<file path="src/rtl/alu_issue.sv">
// alu_issue: decode-to-ALU issue block. Takes one decoded instruction at a
// time, drives registered operands and selection to a combinational ALU,
// captures the result and returns it over a backpressured response handshake.
module alu_issue #(
    parameter bit EN_BRANCH = 1'b1,
    parameter int COUNT_W   = 16
) (
    input  logic               clk,
    input  logic               rst_n,
    input  logic               in_valid,
    output logic               in_ready,
    input  logic [5:0]         opcode,
    input  logic [5:0]         funct,
    input  logic [31:0]        rs_val,
    input  logic [31:0]        rt_val,
    input  logic [15:0]        imm,
    output logic [31:0]        alu_op1,
    output logic [31:0]        alu_op2,
    output logic [5:0]         alu_sel,
    input  logic [31:0]        alu_result,
    input  logic               alu_zero,
    output logic               out_valid,
    input  logic               out_ready,
    output logic [31:0]        out_result,
    output logic               out_branch_taken,
    output logic               out_illegal,
    output logic [COUNT_W-1:0] op_count
);

    localparam logic [5:0] SEL_ADD = 6'b100000;
    localparam logic [5:0] SEL_SUB = 6'b100010;
    localparam logic [5:0] SEL_AND = 6'b100100;
    localparam logic [5:0] SEL_OR  = 6'b100101;
    localparam logic [5:0] SEL_NOR = 6'b100111;
    localparam logic [5:0] SEL_SLT = 6'b101010;
    localparam logic [5:0] SEL_XOR = 6'b100110;

    localparam logic [5:0] OP_RTYPE = 6'b000000;
    localparam logic [5:0] OP_ADDI  = 6'b001000;
    localparam logic [5:0] OP_SLTI  = 6'b001010;
    localparam logic [5:0] OP_ANDI  = 6'b001100;
    localparam logic [5:0] OP_ORI   = 6'b001101;
    localparam logic [5:0] OP_XORI  = 6'b001110;
    localparam logic [5:0] OP_BEQ   = 6'b000100;
    localparam logic [5:0] OP_BNE   = 6'b000101;

    localparam logic [COUNT_W-1:0] CNT_ONE = 1;

    typedef enum logic [1:0] {
        IDLE = 2'd0,
        EXEC = 2'd1,
        RESP = 2'd2
    } state_t;

    state_t state, state_nxt;

    logic [5:0]  dec_sel;
    logic [31:0] dec_op2;
    logic        dec_beq;
    logic        dec_bne;
    logic        dec_ill;

    logic        is_beq;
    logic        is_bne;
    logic        illegal_q;

    logic        accept;
    logic        retire;

    // Immediate extension: signed view widens with the sign bit replicated.
    function automatic logic [31:0] sext16(input logic signed [15:0] v);
        logic signed [31:0] w;
        w = v;
        return w;
    endfunction

    function automatic logic [31:0] zext16(input logic [15:0] v);
        return {16'h0000, v};
    endfunction

    assign in_ready  = (state == IDLE);
    assign out_valid = (state == RESP);
    assign accept    = in_ready && in_valid;
    assign retire    = out_valid && out_ready;

    // Decode opcode/funct into ALU selection, second operand and flags.
    always_comb begin
        dec_sel = SEL_ADD;
        dec_op2 = rt_val;
        dec_beq = 1'b0;
        dec_bne = 1'b0;
        dec_ill = 1'b0;
        case (opcode)
            OP_RTYPE: begin
                case (funct)
                    SEL_ADD, SEL_SUB, SEL_AND, SEL_OR,
                    SEL_NOR, SEL_SLT, SEL_XOR: dec_sel = funct;
                    default:                   dec_ill = 1'b1;
                endcase
            end
            OP_ADDI: dec_op2 = sext16(imm);
            OP_SLTI: begin
                dec_sel = SEL_SLT;
                dec_op2 = sext16(imm);
            end
            OP_ANDI: begin
                dec_sel = SEL_AND;
                dec_op2 = zext16(imm);
            end
            OP_ORI: begin
                dec_sel = SEL_OR;
                dec_op2 = zext16(imm);
            end
            OP_XORI: begin
                dec_sel = SEL_XOR;
                dec_op2 = zext16(imm);
            end
            OP_BEQ: begin
                if (EN_BRANCH) begin
                    dec_sel = SEL_SUB;
                    dec_beq = 1'b1;
                end else begin
                    dec_ill = 1'b1;
                end
            end
            OP_BNE: begin
                if (EN_BRANCH) begin
                    dec_sel = SEL_SUB;
                    dec_bne = 1'b1;
                end else begin
                    dec_ill = 1'b1;
                end
            end
            default: dec_ill = 1'b1;
        endcase
    end

    // State register.
    always_ff @(posedge clk or negedge rst_n) begin
        if (!rst_n) state <= IDLE;
        else        state <= state_nxt;
    end

    // Next-state: EXEC is a single cycle, RESP waits for the consumer.
    always_comb begin
        state_nxt = state;
        case (state)
            IDLE:    if (in_valid) state_nxt = EXEC;
            EXEC:    state_nxt = RESP;
            RESP:    if (out_ready) state_nxt = IDLE;
            default: state_nxt = IDLE;
        endcase
    end

    // Issue stage: latch operands and decode flags on accept; held otherwise.
    always_ff @(posedge clk or negedge rst_n) begin
        if (!rst_n) begin
            alu_op1   <= '0;
            alu_op2   <= '0;
            alu_sel   <= '0;
            is_beq    <= 1'b0;
            is_bne    <= 1'b0;
            illegal_q <= 1'b0;
        end else if (accept) begin
            alu_op1   <= rs_val;
            alu_op2   <= dec_op2;
            alu_sel   <= dec_sel;
            is_beq    <= dec_beq;
            is_bne    <= dec_bne;
            illegal_q <= dec_ill;
        end
    end

    // Response stage: capture the ALU return at the end of EXEC.
    always_ff @(posedge clk or negedge rst_n) begin
        if (!rst_n) begin
            out_result       <= '0;
            out_branch_taken <= 1'b0;
            out_illegal      <= 1'b0;
        end else if (state == EXEC) begin
            out_result       <= alu_result;
            out_branch_taken <= is_beq ? alu_zero : (is_bne ? ~alu_zero : 1'b0);
            out_illegal      <= illegal_q;
        end
    end

    // Retired-operation counter, wraps naturally at its width.
    always_ff @(posedge clk or negedge rst_n) begin
        if (!rst_n)      op_count <= '0;
        else if (retire) op_count <= op_count + CNT_ONE;
    end

endmodule

</file>
<file path="config.mk">
export PLATFORM = sky130hd
export DESIGN_NAME = alu_issue
export DESIGN_NICKNAME = d
export VERILOG_FILES = /design/src/rtl/alu_issue.sv
export SDC_FILE = /design/constraint.sdc
export NUM_CORES = 1
export LEC_CHECK = 0
export CORE_UTILIZATION = 45
export CTS_BUF_LIST = sky130_fd_sc_hd__clkbuf_8
export DETAILED_ROUTE_END_ITERATION = 8
export PLACE_DENSITY = 0.85
export SKIP_LAST_GASP = 1
export SYNTH_ARGS = -nofsm -noshare
export SYNTH_HDL_FRONTEND = slang
export SYNTH_SLANG_ARGS = --single-unit
</file>
<file path="constraint.sdc">
create_clock -name clk -period 4.5 [get_ports clk]
set_input_delay 0.9 -clock clk [delete_from_list [all_inputs] [get_ports clk]]
set_output_delay 0.9 -clock clk [all_outputs]
set_load 0.05 [all_outputs]
</file>
==> impl_metrics.json, run 1 <==
{
  "drv_cap": 0,
  "area_delta_synth_final_pct": 59.9,
  "synthXorXnorAreaFrac_pct": 2.56,
  "vias_per_cell": 5.04,
  "drv_slew": 0,
  "skew_ps": 7.67,
  "cp_max_fo": 5,
  "combPwrFrac_pct": 54.7,
  "p_sw_w": 0.00305,
  "yosys.area_share.simple_pct": 17.1,
  "ctsHoldBuffers": 0,
  "p_leak_nw": 3.67,
  "path_cells": "nor2b_1 -> clkdlybuf4s50_1",
  "cts_tree": "done",
  "yosys.area.top_type": "dfrtp_1",
  "ys_ff_latch": 125,
  "synth_top_family_by_area": "simple AND/OR/NAND/NOR gates",
  "slew_headroom_pct": 23.8,
  "seq_power_share_pct": 28.8,
  "drc": 0,
  "vias": 4423,
  "switching_share_pct": 47.0,
  "cts_resized": 0,
  "antenna_found_initial": 0,
  "clk_path_buf_depth": 2,
  "cp_data_required_time_ps": 3600,
  "synth_top_area_share_pct": 61.1,
  "rsz0062_at_grt": "false",
  "start_util_pct": 46.7,
  "grt_pass1_wl_um": 21700,
  "syn_area_sq_mm": 0.00512,
  "clockRootBuffer": "clkbuf_8",
  "crit_path_max_incr_delay_ps": 870,
  "synthTopCellsByArea": "dfrtp_1, nand2_1, mux2_2",
  "cell_internal_pwr_w": 0.00344,
  "setup-violations-final": 0,
  "syn_nets": 604,
  "async_flop_share_pct": 100,
  "synth_compound_area_share_pct": 6.35,
  "ys_warn_count": 0,
  "yosysUniqueCellTypes": 41,
  "fmax_ghz": 0.348,
  "drt_iter0_markers": 194,
  "dieArea_sq_mm": 0.0118,
  "fill_cells": 763,
  "die_w_um": 109,
  "worstPathArrival_ps": 1970,
  "drt-pass1-iter-count": 4,
  "finalHoldViolCount": 0,
  "syn_area_per_cell_sq_um": 10.8,
  "cpMaxStageDelayCell": "clkdlybuf4s50_1",
  "status": "completed",
  "hpwl_um": 10300,
  "ys_top_cells_by_count": "nand2_1, dfrtp_1, mux2_2, nor2_1, o21ai_0",
  "muxShareOfSynthArea_pct": 10.6,
  "globalplace.congestion": 0.891,
  "crit_type": "flop to primary output",
  "io_pins": 251,
  "fp.coreArea_sq_mm": 0.0110,
  "startpoint_type": "flop",
  "ir_worst_vdd_uv": 610,
  "period_share_pct": 63.9,
  "grt_pass1_vias": 4518,
  "io_buffers": 250,
  "finalSetupTns_ps": 0,
  "cts_buffers": 17,
  "fin_crit_ps": 2870,
  "ys_seq_area_share_pct": 61.1,
  "hold_path.class": "flop to flop",
  "grt_max_degree": 74,
  "rows": 38,
  "synth_edf_count": 0,
  "synth_flop_cell": "dfrtp_1",
  "clk_pin_slew_ps": 70,
  "final_layout_size_suffix_gt1_share_pct": 10.7,
  "grt_overflow": 0,
  "power-per-cell-area_mw_per_mm2": 792,
  "postCtsSetupBuffers": 0,
  "synth_cells": 474,
  "ant_nets": 0,
  "die-height_um": 109,
  "worstMarginPinSlew_ps": 1140,
  "nNetsFinal": 855,
  "synthMostInstantiatedCell": "nand2_1",
  "wl_um": 13900,
  "h-tree-depth": 4,
  "gr-usage-all-layers_pct": 24.4,
  "clock_sinks": 125,
  "end_kind": "primary output",
  "final_util_pct": 74.6,
  "synthAdderAreaFrac_pct": 0.244,
  "worstSkewPairLatency_ps": 430,
  "p_clk_share_pct": 16.5,
  "wire_per_inst_um": 15.8,
  "diodes": 0
}
power by group through the flow:
| stage | clock network, W | registers [W] | logic [W] |
|---|---|---|---|
| 4_1_cts | 0.00109 | 0.00187 | 0.00358 |
| 3_3_place_gp | 0 | 0.00186 | 0.00350 |
| 5_1_grt | 0.00114 | 0.00193 | 0.00373 |
| 3_5_place_dp | 0 | 0.00189 | 0.00357 |
| 2_1_floorplan | 0 | 0.00346 | 0.000686 |
| 6_report | 0.00107 | 0.00187 | 0.00355 |
critical path: cells and delay by family, from the launching register on:
kind          cells  cell delay, ps
flops             1             430
buf+inv           1             870
simple gates      1             250
registers in the layout (all words and copies together) (netlist names), 2 cells and up:
| name | count |
|---|---|
| out_result | 32 |
| state | 2 |
| alu_sel | 6 |
| alu_op1 | 32 |
| op_count | 16 |
| alu_op2 | 32 |
path summary, 6_finish.rpt:
check	start	endpoint	slack (ps)	depth (start not counted)
setup / recovery	state[0]	out_valid	1630	2
hold / removal	op_count[15]	op_count[15]	470	1
setup reg to reg	state[0]	alu_sel[1]	2080	6
hold reg to reg	op_count[15]	op_count[15]	470	1
max in group asynchronous	rst_n	alu_op2[22]	3000	2
min in group asynchronous	rst_n	out_result[18]	580	1
metal layers:
layer  vias to the layer above  part of all wire, %  GRT usage [%]
met2                       193                   50           41.1
met3                        43                  7.8           7.53
met5                         -                    0              0
met1                      2119                   38           27.4
li1                       2068                    -              -
met4                         0                  4.2           14.0
layout by cell type, fill, tap and decap left out, types with 5 or more instances in the layout:
cell type	netlist	routed
xnor2_1	13	13
a21oi_1	19	18
clkdlybuf4s50_1	0	249
dfrtp_1	125	125
nand3_1	10	10
nand2_1	143	142
nor2_1	28	28
mux2_2	34	34
o21ai_0	22	22
clkbuf_8	0	20
inv_1	3	5
nor2b_1	5	5
mux2i_1	16	16
metrics by stage:
stage	setup slack [ps]	hold slack [ps]	instances	power (W)	cell area (sq um)
2_1_floorplan	2390	440	474	0.00415	5120
3_3_place_gp	1440	454	846	0.00536	7750
3_5_place_dp	1370	462	846	0.00545	7750
4_1_cts	1580	476	878	0.00654	8190
5_1_grt	1530	500	878	0.00679	8190
6_report	1630	474	878	0.00649	8190
area by class of cell:
cell class,count,area (sq um),share of cell area (%)
Clock buffer,20,275,3.36
Clock inverter,12,169,2.06
Inverter,4,15.0,0.183
Multi-Input combinational cell,324,1910,23.3
Sequential cell,125,3130,38.2
Tap cell,140,175,2.14
Timing Repair Buffer,253,2520,30.8
kinds of logic (layout without fill, tap and decap cells):
kind of cell | after synthesis | in the layout
fa+ha+maj | 1 | 1
simple gates | 205 | 205
flops | 125 | 125
xor+xnor | 15 | 15
mux | 50 | 50
compound gates | 53 | 53
buf+inv | 25 | 289
(Power assumes the default switching activity.)
==> inputs of run 2 (changes only) <==
CORE_UTILIZATION = 38   (was 45)
PLACE_DENSITY = 0.76   (was 0.85)
clock period = 2.51 ns   (was 4.5 ns; I/O delays follow)
==> impl_metrics.json, run 2 (synthesized netlist as in run 1, its figures left out) <==
{
  "die-height_um": 118,
  "crit_type": "flop to primary output",
  "antenna_found_initial": 0,
  "start_util_pct": 38.8,
  "clk_path_buf_depth": 2,
  "gr-usage-all-layers_pct": 20.7,
  "finalWorstSetupSlack_ps": 135,
  "ctsHoldBuffers": 0,
  "grt_pass1_vias": 4493,
  "end_kind": "primary output",
  "ir_worst_vdd_uv": 768,
  "drt_iter0_markers": 146,
  "ant_nets": 0,
  "final_util_pct": 62.7,
  "fmax_ghz": 0.421,
  "worstMarginPinSlew_ps": 889,
  "period_share_pct": 94.6,
  "p_leak_nw": 3.71,
  "reg_top3": "alu_op1: 32 flops, alu_op2: 32 flops, out_result: 32 flops",
  "total_power_w": 0.0115,
  "final_layout_size_suffix_gt1_share_pct": 11.2,
  "cp_data_required_time_ps": 2010,
  "cts_buffers": 17,
  "io_pins": 251,
  "drc": 0,
  "rrSetupSlack_ps": 840,
  "io_buffers": 250,
  "area_delta_synth_final_pct": 61.5,
  "dieArea_sq_mm": 0.0140,
  "grt_overflow": 0,
  "r2r_end": "alu_op2[18]",
  "clockRootBuffer": "clkbuf_8",
  "power-per-cell-area_mw_per_mm2": 1390,
  "vias": 4353,
  "most-common-layout-cells": "clkdlybuf4s50_1, nand2_1, dfrtp_1, mux2_2, nor2_1",
  "globalplace.congestion": 0.902,
  "clk_pin_slew_ps": 70,
  "startpoint_type": "flop",
  "drv_slew": 0,
  "finalHoldViolCount": 0,
  "diodes": 0,
  "cts_tree": "done",
  "rows": 42,
  "drv_cap": 0,
  "hpwl_um": 10300,
  "nNetsFinal": 860,
  "finalSetupTns_ps": 0,
  "drt-pass1-iter-count": 4,
  "fp.coreArea_sq_mm": 0.0132,
  "cp_max_fo": 5,
  "wl_um": 13800,
  "setup-violations-final": 0,
  "worstSkewPairLatency_ps": 430,
  "vias_per_cell": 4.74,
  "skew_ps": 13.0,
  "clock_sinks": 125,
  "grt_pass1_wl_um": 22600,
  "rsz0062_at_grt": "false",
  "status": "completed",
  "worstPathArrival_ps": 1870,
  "grt_max_degree": 65,
  "fin_crit_ps": 2380,
  "wire_per_inst_um": 15.0,
  "slew_headroom_pct": 40.7,
  "die_w_um": 118,
  "r2r_start": "state[1]",
  "hold_path.class": "primary input to async pin",
  "h-tree-depth": 4,
  "pre_cts_ws_ps": 186,
  "layout_commonest_cell": "clkdlybuf4s50_1",
  "worstRegToRegCells": 4
}
run 2: cell types whose count changed in the layout (fill, tap and decap cells not counted), moves of 2 or more:
cell | before | now
bufinv_16 | 4 | 2
buf_4 | 4 | 6
buf_12 | 0 | 3
clkbuf_8 | 20 | 23
clkinv_2 | 2 | 4
clkinvlp_4 | 3 | 0
run 2: stage by stage:
stage,cell area [sq um],instances,hold slack [ps]
6_report,8270,919,32.1
5_1_grt,8270,919,52.3
4_1_cts,8270,919,24.8
3_5_place_dp,7870,887,458
3_3_place_gp,7870,887,453
2_1_floorplan,5120,474,206
run 2: worst max path at each step:
| stage | depth (start not counted) | endpoint | startpoint |
|---|---|---|---|
| final | 2 | in_ready | state[1] |
| after floorplan | 7 | alu_sel[3] | state[1] |
| after global placement | 5 | alu_op2[26] | opcode[3] |
| after global routing | 2 | in_ready | state[0] |
| after detailed placement | 5 | alu_op2[18] | opcode[3] |
| after CTS | 2 | in_ready | state[1] |
run 2: what timing repair did:
action,4_1_cts,5_1_grt
setup buffers,0,0
resized for setup,1,0
hold endpoints to repair,0,0
endpoints found under the setup margin,1,0
run 2: critical path: stages, from the launching register on:
cell             delay [ps]
dfrtp_1                 410
nor2_1                  190
clkdlybuf4s50_1         860
run 2: per-layer routing:
metal	track usage [%]	share of wire (%)	up-vias
met1	24.5	41	2080
li1	-	-	2076
met2	34.7	49	169
met3	5.86	7.0	28
met5	0	0	-
met4	9.62	2.5	0
run 2: layout make-up:
| cell class | count | area (sq um) |
|---|---|---|
| inverters | 4 | 15.0 |
| multi-input cells | 324 | 1910 |
| clock inverters | 9 | 91.3 |
| fillers | 1077 | 4920 |
| clock buffers | 23 | 317 |
| repair buffers | 258 | 2600 |
| flip-flops and latches | 125 | 3130 |
| well taps | 176 | 220 |
run 2: where the power goes:
part           internal [W]  leakage [nW]  total (W)  switching, W
logic               0.00218          1.97    0.00640       0.00422
clock network       0.00103         0.225    0.00176      0.000739
registers           0.00286          1.52    0.00333      0.000475
